## src/rtl/btb_sa_array.sv

```systemverilog
// Set-associative branch target buffer storage with tree pseudo-LRU replacement,
// same-cycle update-to-lookup forwarding and a one-set-per-cycle flush sequencer.
module btb_sa_array #(
   parameter int tag_width    = 24,
   parameter int target_width = 32,
   parameter int bit_set      = 4,
   parameter int num_way      = 2,
   localparam int way_w       = (num_way > 1) ? $clog2(num_way) : 1
) (
   input  logic                    clk,
   input  logic                    rst,
   input  logic                    lkp_en,
   input  logic [bit_set-1:0]      lkp_index,
   input  logic [tag_width-1:0]    lkp_tag,
   output logic                    lkp_hit,
   output logic [way_w-1:0]        lkp_way,
   output logic [target_width-1:0] lkp_target,
   input  logic                    upd_valid,
   input  logic [bit_set-1:0]      upd_index,
   input  logic [tag_width-1:0]    upd_tag,
   input  logic [target_width-1:0] upd_target,
   input  logic                    flush,
   output logic                    busy
);

   localparam int num_set = 1 << bit_set;
   localparam int lvls    = (num_way > 1) ? $clog2(num_way) : 0;
   localparam int plru_w  = (num_way > 1) ? num_way - 1 : 1;

   typedef enum logic {
      ST_IDLE,
      ST_FLUSH
   } state_t;

   // Heap-ordered tree: node n has children 2n+1 (left) and 2n+2 (right).
   function automatic logic [plru_w-1:0] plru_touch(input logic [plru_w-1:0] p,
                                                    input logic [way_w-1:0]  w);
      logic [plru_w-1:0] r;
      logic [way_w-1:0]  ws;
      int                n;
      r  = p;
      ws = w;
      n  = 0;
      for (int l = 0; l < lvls; l++) begin
         ws = w >> (lvls - 1 - l);
         r  = (r & ~(plru_w'(1) << n)) | (plru_w'(~ws[0]) << n);
         n  = 2 * n + 1 + int'(ws[0]);
      end
      return r;
   endfunction

   function automatic logic [way_w-1:0] plru_victim(input logic [plru_w-1:0] p);
      logic [way_w-1:0]  v;
      logic [plru_w-1:0] t;
      int                n;
      v = '0;
      t = p;
      n = 0;
      for (int l = 0; l < lvls; l++) begin
         t = p >> n;
         v = (v << 1) | way_w'(t[0]);
         n = 2 * n + 1 + int'(t[0]);
      end
      return v;
   endfunction

   logic [num_way-1:0]      valid_q [num_set];
   logic [num_way-1:0]      valid_d [num_set];
   logic [plru_w-1:0]       plru_q  [num_set];
   logic [plru_w-1:0]       plru_d  [num_set];
   logic [tag_width-1:0]    tag_q   [num_set][num_way];
   logic [tag_width-1:0]    tag_d   [num_set][num_way];
   logic [target_width-1:0] tgt_q   [num_set][num_way];
   logic [target_width-1:0] tgt_d   [num_set][num_way];

   state_t               state_q, state_d;
   logic [bit_set-1:0]   cnt_q, cnt_d;
   logic                 clr_en;

   logic                    arr_hit;
   logic [way_w-1:0]        arr_way;
   logic [target_width-1:0] arr_target;
   logic                    upd_hit, upd_free;
   logic [way_w-1:0]        upd_hit_way, upd_free_way, upd_way;
   logic                    bypass, lkp_touch, upd_fire;

   // ---------------- flush sequencer ----------------
   always_ff @(posedge clk or negedge rst) begin
      if (!rst) begin
         state_q <= ST_IDLE;
         cnt_q   <= '0;
      end else begin
         state_q <= state_d;
         cnt_q   <= cnt_d;
      end
   end

   always_comb begin
      state_d = state_q;
      cnt_d   = cnt_q;
      case (state_q)
         ST_IDLE: begin
            if (flush) begin
               state_d = ST_FLUSH;
               cnt_d   = '0;
            end
         end
         ST_FLUSH: begin
            cnt_d = cnt_q + 1'b1;
            if (cnt_q == bit_set'(num_set - 1)) begin
               state_d = ST_IDLE;
            end
         end
         default: state_d = ST_IDLE;
      endcase
   end

   always_comb begin
      busy   = 1'b0;
      clr_en = 1'b0;
      if (state_q == ST_FLUSH) begin
         busy   = 1'b1;
         clr_en = 1'b1;
      end
   end

   // ---------------- lookup and update way selection ----------------
   always_comb begin
      arr_hit    = 1'b0;
      arr_way    = '0;
      arr_target = '0;
      for (int w = 0; w < num_way; w++) begin
         if (valid_q[lkp_index][w] && (tag_q[lkp_index][w] == lkp_tag)) begin
            arr_hit    = 1'b1;
            arr_way    = way_w'(w);
            arr_target = tgt_q[lkp_index][w];
         end
      end
   end

   // Descending scan so the lowest-index invalid way is the one left selected.
   always_comb begin
      upd_hit      = 1'b0;
      upd_hit_way  = '0;
      upd_free     = 1'b0;
      upd_free_way = '0;
      for (int w = num_way - 1; w >= 0; w--) begin
         if (!valid_q[upd_index][w]) begin
            upd_free     = 1'b1;
            upd_free_way = way_w'(w);
         end
      end
      for (int w = 0; w < num_way; w++) begin
         if (valid_q[upd_index][w] && (tag_q[upd_index][w] == upd_tag)) begin
            upd_hit     = 1'b1;
            upd_hit_way = way_w'(w);
         end
      end
      if (upd_hit) begin
         upd_way = upd_hit_way;
      end else if (upd_free) begin
         upd_way = upd_free_way;
      end else begin
         upd_way = plru_victim(plru_q[upd_index]);
      end
   end

   assign bypass    = upd_valid && (upd_index == lkp_index) && (upd_tag == lkp_tag);
   assign upd_fire  = upd_valid && !busy;
   assign lkp_touch = lkp_en && arr_hit && !bypass && !busy;

   always_comb begin
      lkp_hit    = 1'b0;
      lkp_way    = '0;
      lkp_target = '0;
      if (!busy) begin
         if (bypass) begin
            lkp_hit    = 1'b1;
            lkp_way    = upd_way;
            lkp_target = upd_target;
         end else if (arr_hit) begin
            lkp_hit    = 1'b1;
            lkp_way    = arr_way;
            lkp_target = arr_target;
         end
      end
   end

   // ---------------- array next state ----------------
   // The update touch is applied after the lookup touch so it wins on a shared set.
   always_comb begin
      valid_d = valid_q;
      plru_d  = plru_q;
      tag_d   = tag_q;
      tgt_d   = tgt_q;
      if (lkp_touch) begin
         plru_d[lkp_index] = plru_touch(plru_q[lkp_index], arr_way);
      end
      if (upd_fire) begin
         valid_d[upd_index][upd_way] = 1'b1;
         tag_d[upd_index][upd_way]   = upd_tag;
         tgt_d[upd_index][upd_way]   = upd_target;
         plru_d[upd_index]           = plru_touch(plru_q[upd_index], upd_way);
      end
      if (clr_en) begin
         valid_d[cnt_q] = '0;
         plru_d[cnt_q]  = '0;
      end
   end

   always_ff @(posedge clk or negedge rst) begin
      if (!rst) begin
         for (int s = 0; s < num_set; s++) begin
            valid_q[s] <= '0;
            plru_q[s]  <= '0;
         end
      end else begin
         for (int s = 0; s < num_set; s++) begin
            valid_q[s] <= valid_d[s];
            plru_q[s]  <= plru_d[s];
         end
      end
   end

   // Tags and targets are qualified by valid, so they need no reset.
   always_ff @(posedge clk) begin
      tag_q <= tag_d;
      tgt_q <= tgt_d;
   end

endmodule

```

## config.mk

```make
export PLATFORM = sky130hd
export DESIGN_NAME = btb_sa_array
export DESIGN_NICKNAME = d
export VERILOG_FILES = /design/src/rtl/btb_sa_array.sv
export SDC_FILE = /design/constraint.sdc
export NUM_CORES = 2
export LEC_CHECK = 0
export CORE_ASPECT_RATIO = 1.2
export CORE_MARGIN = 2
export CORE_UTILIZATION = 60
export CTS_BUF_LIST = sky130_fd_sc_hd__clkbuf_8
export DETAILED_ROUTE_END_ITERATION = 10
export GPL_ROUTABILITY_DRIVEN = 0
export MAX_ROUTING_LAYER = met4
export PLACE_DENSITY = 0.79
export SLEW_MARGIN = 30
export SYNTH_ARGS = -nofsm -noshare
export SYNTH_HDL_FRONTEND = slang
export SYNTH_SLANG_ARGS = --single-unit
```

## constraint.sdc

```tcl
create_clock -name clk -period 6.7 [get_ports clk]
set_input_delay 1.34 -clock clk [delete_from_list [all_inputs] [get_ports clk]]
set_output_delay 1.34 -clock clk [all_outputs]
set_load 0.1 [all_outputs]
```

Yosys cells after proc, flatten, opt, wreduce, memory -nomap -nowiden
Index checks and enable logic that the tools add are counted.
{"block": "word_totals", "reg_bits": 1845, "input_bits": 93, "output_inout_bits": 35}
{"block": "op_classes", "n_addsub": 1, "n_lt_le_gt_ge": 10, "n_eq_ne": 8, "n_mux": 75, "n_bitwise": 12, "reduce_logical": 17}
{"op": "$bwmux W1024", "n": 1}
{"op": "$bwmux W768", "n": 1}
{"op": "$bmux W48 S4", "n": 2}
{"op": "$bmux W64 S4", "n": 1}
{"op": "$demux W64 S4", "n": 1}
{"op": "$mux W32", "n": 8}
{"op": "$mux W48", "n": 5}
{"op": "$demux W48 S4", "n": 1}
{"op": "$mux W64", "n": 3}
{"op": "$eq A24 B24 Y1", "n": 5}
{"op": "$mux W16", "n": 3}
{"op": "$and A32 B32 Y32", "n": 1}
{"op": "$bwmux W16", "n": 2}
{"op": "$demux W32 S1", "n": 1}
{"op": "$not A32 Y32", "n": 1}
{"op": "$or A32 B32 Y32", "n": 1}
{"op": "$mux W1", "n": 26}
{"op": "$demux W24 S1", "n": 1}
{"op": "$mux W24", "n": 1}
{"op": "$and A16 B16 Y16", "n": 1}
{"op": "$bmux W2 S4", "n": 2}
{"op": "$demux W2 S4", "n": 2}
{"op": "$not A16 Y16", "n": 1}
{"op": "$ge A5 B5 Y1 const B", "n": 3}
{"op": "21 further kinds", "n": 49}

Depth between registers and ports, before layout
{"block": "depth", "word_depth": 19, "ltp_mapped": 16, "ltp_nobuf": 9}

Least setup slack after synthesis
No wires, ideal clock.
{"block": "synth_path", "path_kind": "in2reg", "startpoint": "input upd_index[0]", "endpoint": "register tag_q[100] (netlist name), enable pin", "setup_time_ns": 0.476, "t_arrival_ns": 6.504, "t_required_ns": 6.224, "path_slack_ns": -0.280, "stages": 11, "path_buffers": 5, "cell_sequence": "buf_2 buf_6 buf_6 buf_2 mux4_2 a221oi_1 xor2_1 nand4_1 o41ai_4 clkbuf_1 nor2b_1"}
{"item": "from (decl)", "line_no": "19", "source": "input logic [bit_set-1:0] upd_index,"}
{"item": "to (signal assigned)", "line_no": "227", "source": "tag_q <= tag_d;"}
{"item": "to (decl)", "line_no": "71", "source": "logic [tag_width-1:0] tag_q [num_set][num_way];"}

Final worst setup path
{"block": "layout_path", "startpoint": "input lkp_index[1]", "endpoint": "output lkp_target[24]"}
{"block": "layout_between", "elab_chain_len": 11, "word_cells_on_any_way": 24, "cone_classes": "eq/ne: 3; mux: 16; bitwise: 1; reduce/logical: 4"}
{"item": "from (decl)", "line_no": "13", "source": "input logic [bit_set-1:0] lkp_index,"}
{"item": "$not A4 Y5 (not written as such)", "line_no": "133, 136"}
{"item": "$bmux W48 S4", "line_no": "133", "source": "if (valid_q[lkp_index][w] && (tag_q[lkp_index][w] == lkp_tag)) begin"}
{"item": "$mux W48 (not written as such) (2 in a row)", "line_no": "133"}
{"item": "$eq A24 B24 Y1", "line_no": "133"}
{"item": "$logic_and A1 B1 Y1", "line_no": "133"}
{"item": "$mux W32 or $mux W1 (tied branches) (2 in a row)", "line_no": "133"}
{"item": "$mux W32", "line_no": "181", "source": "end else if (arr_hit) begin"}
{"item": "$mux W32 (*)", "line_no": "177", "source": "if (bypass) begin"}
{"item": "$mux W32 (*)", "line_no": "176", "source": "if (!busy) begin"}
{"item": "to (decl)", "line_no": "17", "source": "output logic [target_width-1:0] lkp_target,"}
Every way passes the cells marked *; elsewhere a longest branch is shown, timed or not. The select of a mux whose other input is x is not followed.

==> flow_summary.json <==
{
  "start_util_pct": 60.17,
  "worst_pin_slew_ns": 1.013,
  "die_x_um": 337.8,
  "criticalPathCategory": "in2out",
  "nets": 4619,
  "outcome": "complete, but fails checks",
  "clock_skew_ns": 0.09410,
  "synth_edf_count": 1792,
  "core-area_um2": 133300,
  "grt_pass1_wl_um": 341200,
  "synthFlopType": "edfxtp_1",
  "grt_pass1_vias": 47740,
  "peakVddDrop_v": 0.0002381,
  "clkLatencyLatePin_ns": 1.06,
  "worstPathCellList": "buf_8, buf_12, buf_16, mux4_2, mux2i_1, xor2_1, o22ai_1, a21oi_1, o2111ai_2, nor4_4, buf_12, buf_12, and3_1, a221o_1, buf_12",
  "h-tree-depth": 5,
  "syn_inst": 3988,
  "cts_buffers": 295,
  "io_pins": 128,
  "seq_area_frac_synth_pct": 68.73,
  "end_kind": "output pin",
  "area_growth_pct": 15.51,
  "grt_max_degree": 131,
  "maxCapViolations": 0,
  "overflow": 0,
  "fmax_ghz": 0.1491,
  "hold_viol": 0,
  "p_leak_nw": 30.63,
  "slew_violations": 0,
  "die_h_um": 404.6,
  "ys_ff_latch": 1845,
  "clk_pin_slew_worst_paths_ns": 0.06,
  "syn_avg_cell_area_um2": 20.12,
  "rsz0062_at_grt": "no",
  "violations": "setup timing",
  "max_stage_delay_ns": 0.38,
  "cp_max_fo": 35,
  "wl_per_cell_um": 37.29,
  "fin_crit_sh_pct": 100.1,
  "synth_area_leaders": "edfxtp_1 (67%), mux4_2 (19%), mux2i_1 (2.3%)",
  "drtIter0Drc": 7905,
  "drive_above_1_share_pct": 33.27,
  "synthesis.area_um2": 80230,
  "drt_drc_violations_left": 0,
  "fin_util_pct": 69.50,
  "hpwl_um": 153500,
  "gr-usage-all-layers_pct": 37.20,
  "clk_path_buf_depth": 4,
  "dpl_cell_area_um2": 87520,
  "io_buffers": 127,
  "num_rows": 147,
  "num_vias": 47560,
  "cpMaxStageDelayCell": "o2111ai_2",
  "finish.instance_area_um2": 92670,
  "critPathRequiredTime_ns": 5.36,
  "start_kind": "input port",
  "relSlewSlack_pct": 31.96,
  "setup_violations": 2,
  "synth.top_cell.area_share_pct": 67.07,
  "ys_types": 74,
  "numClockSinks": 1845,
  "cp.arrival_ns": 5.37,
  "antenna_found_initial": 10,
  "drtPass1Iterations": 8,
  "ys_async_sr_fraction_pct": 2.873,
  "cts_root_buffer": "clkbuf_8",
  "yosysTopAreaCell": "edfxtp_1",
  "yosysWarnings": 0,
  "wl_um": 242800,
  "post_drt_via_cell_ratio": 7.305,
  "ant_nets": 0,
  "cts_tree": "yes",
  "period_minus_slack_ns": 6.705,
  "cpMostUsedCell": "buf_12",
  "die_area_um2": 136700,
  "postSynthNetCount": 4085,
  "hold_path_class": "in2async",
  "worst_slack_ns": -0.005123,
  "powerDensity_nw_per_um2": 261.0
}
## repair_timing
| action | in CTS | in global routing |
|---|---|---|
| buffers inserted | 0 | 0 |
| hold buffers | 0 | 0 |
| gates resized for setup | 1 | 1 |
| gates cloned | 0 | 1 |
| setup endpoints to repair | 15 | 33 |
| pin swaps | 0 | 0 |
## flip-flops by register name, indices dropped and copies added (netlist names)
register  cells
valid_q      32
tgt_q      1024
plru_q       16
state_q       1
cnt_q         4
tag_q       768
## logic make-up (layout without fill, tap and decap cells)
family | count (synthesis) | count (layout) | synth area share [%]
compound gates | 401 | 401 | 3.798
xor+xnor | 124 | 124 | 1.354
fa+ha+maj | 4 | 4 | 0.06238
buf+inv | 304 | 1032 | 1.918
flops | 1845 | 1845 | 68.73
mux | 877 | 877 | 21.34
other cells | 0 | 7 | 0
simple gates | 433 | 433 | 2.806
## layout by cell type (no fill, tap or decap), types with 28 or more instances in the layout
| cell type | n |
|---|---|
| edfxtp_1 | 1792 |
| mux4_2 | 664 |
| clkbuf_8 | 307 |
| buf_4 | 240 |
| mux2i_1 | 188 |
| buf_12 | 170 |
| inv_1 | 118 |
| nand2_1 | 109 |
| o21ai_0 | 74 |
| xnor2_1 | 68 |
| nor2_1 | 66 |
| xor2_1 | 56 |
| clkdlybuf4s50_1 | 54 |
| dfrtp_1 | 53 |
| clkinv_1 | 50 |
| a22oi_1 | 49 |
| and3_1 | 40 |
| o22ai_1 | 39 |
| a221o_1 | 34 |
| nor2b_1 | 33 |
| buf_2 | 33 |
| clkinv_2 | 30 |
| nand3_1 | 29 |
| a21oi_1 | 29 |
| nand4_1 | 28 |
## critical path, delay by kind of cell
kind / cells / cell delay, ns
mux: 2 / 0.64
compound gates: 4 / 1.05
simple gates: 2 / 0.47
buf+inv: 6 / 1.47
xor+xnor: 1 / 0.27
## report_power, final
part	leakage [nW]	total (mW)	switching, mW	internal [mW]
Sequential	16.8	12.9	0.100	12.8
Combinational	10.8	2.39	1.46	0.933
Clock	3.02	8.89	4.30	4.59
Total	30.6	24.2	5.86	18.3
## cell type report
type | count | area [um^2]
multi-input cells | 1839 | 23850
inverters | 36 | 145.1
fillers | 7811 | 40680
repair buffers | 505 | 6048
clock inverters | 185 | 1025
clock buffers | 306 | 4212
diodes | 7 | 17.52
well taps | 1788 | 2237
flip-flops and latches | 1845 | 55140
## through the flow
step / TNS, ns / setup WS, ns / cells / hold slack (ns) / power (mW)
CTS: 0 / 0.02161 / 6503 / 0.4184 / 24.20
global placement: 0 / 0.04352 / 6013 / 0.4771 / 15.42
detailed placement: -0.3696 / -0.04726 / 6013 / 0.4960 / 15.48
global route: 0 / 0.01560 / 6510 / 0.5088 / 24.80
finish: -0.008308 / -0.005123 / 6511 / 0.4836 / 24.19
floorplan: -64.04 / -0.07931 / 3988 / 0.4600 / 14.47
## Yosys cell counts (all sizes together), types with 38 or more instances
library cell  count
dfrtp            53
a21oi            38
mux4            664
o21ai            75
and3             40
nor2             86
o22ai            48
edfxtp         1792
clkbuf          114
nand2           109
xor2             56
nor2b            52
a22oi            49
mux2i           188
xnor2            68
buf             154
## path summary, 6_finish.rpt
check	startpoint	end	slack [ns]	cells past startpoint
min	rst	valid_q[11]$_DFF_PN0_	0.48	2
max reg2reg	tag_q[305]$_DFFE_PP_	tgt_q[533]$_DFFE_PP_	2.06	12
min reg2reg	valid_q[11]$_DFF_PN0_	valid_q[11]$_DFF_PN0_	0.51	1
max in group asynchronous	rst	valid_q[1]$_DFF_PN0_	5.74	2
min in group clk	valid_q[11]$_DFF_PN0_	valid_q[11]$_DFF_PN0_	0.51	1
max	lkp_index[1]	lkp_target[24]	-0.005	15
## per-layer routing
| metal | wire length (um) | up-vias | share of wire, % | track usage, % |
|---|---|---|---|---|
| met5 | 0 | - | 0 | - |
| met4 | 18420 | 0 | 7.6 | 23.58 |
| met3 | 31520 | 1014 | 13 | 10.38 |
| met2 | 114500 | 4286 | 47 | 54.84 |
| met1 | 78380 | 24210 | 32 | 45.86 |
| li1 | - | 18060 | - | - |
No activity file was read; power rests on OpenSTA's default activity.
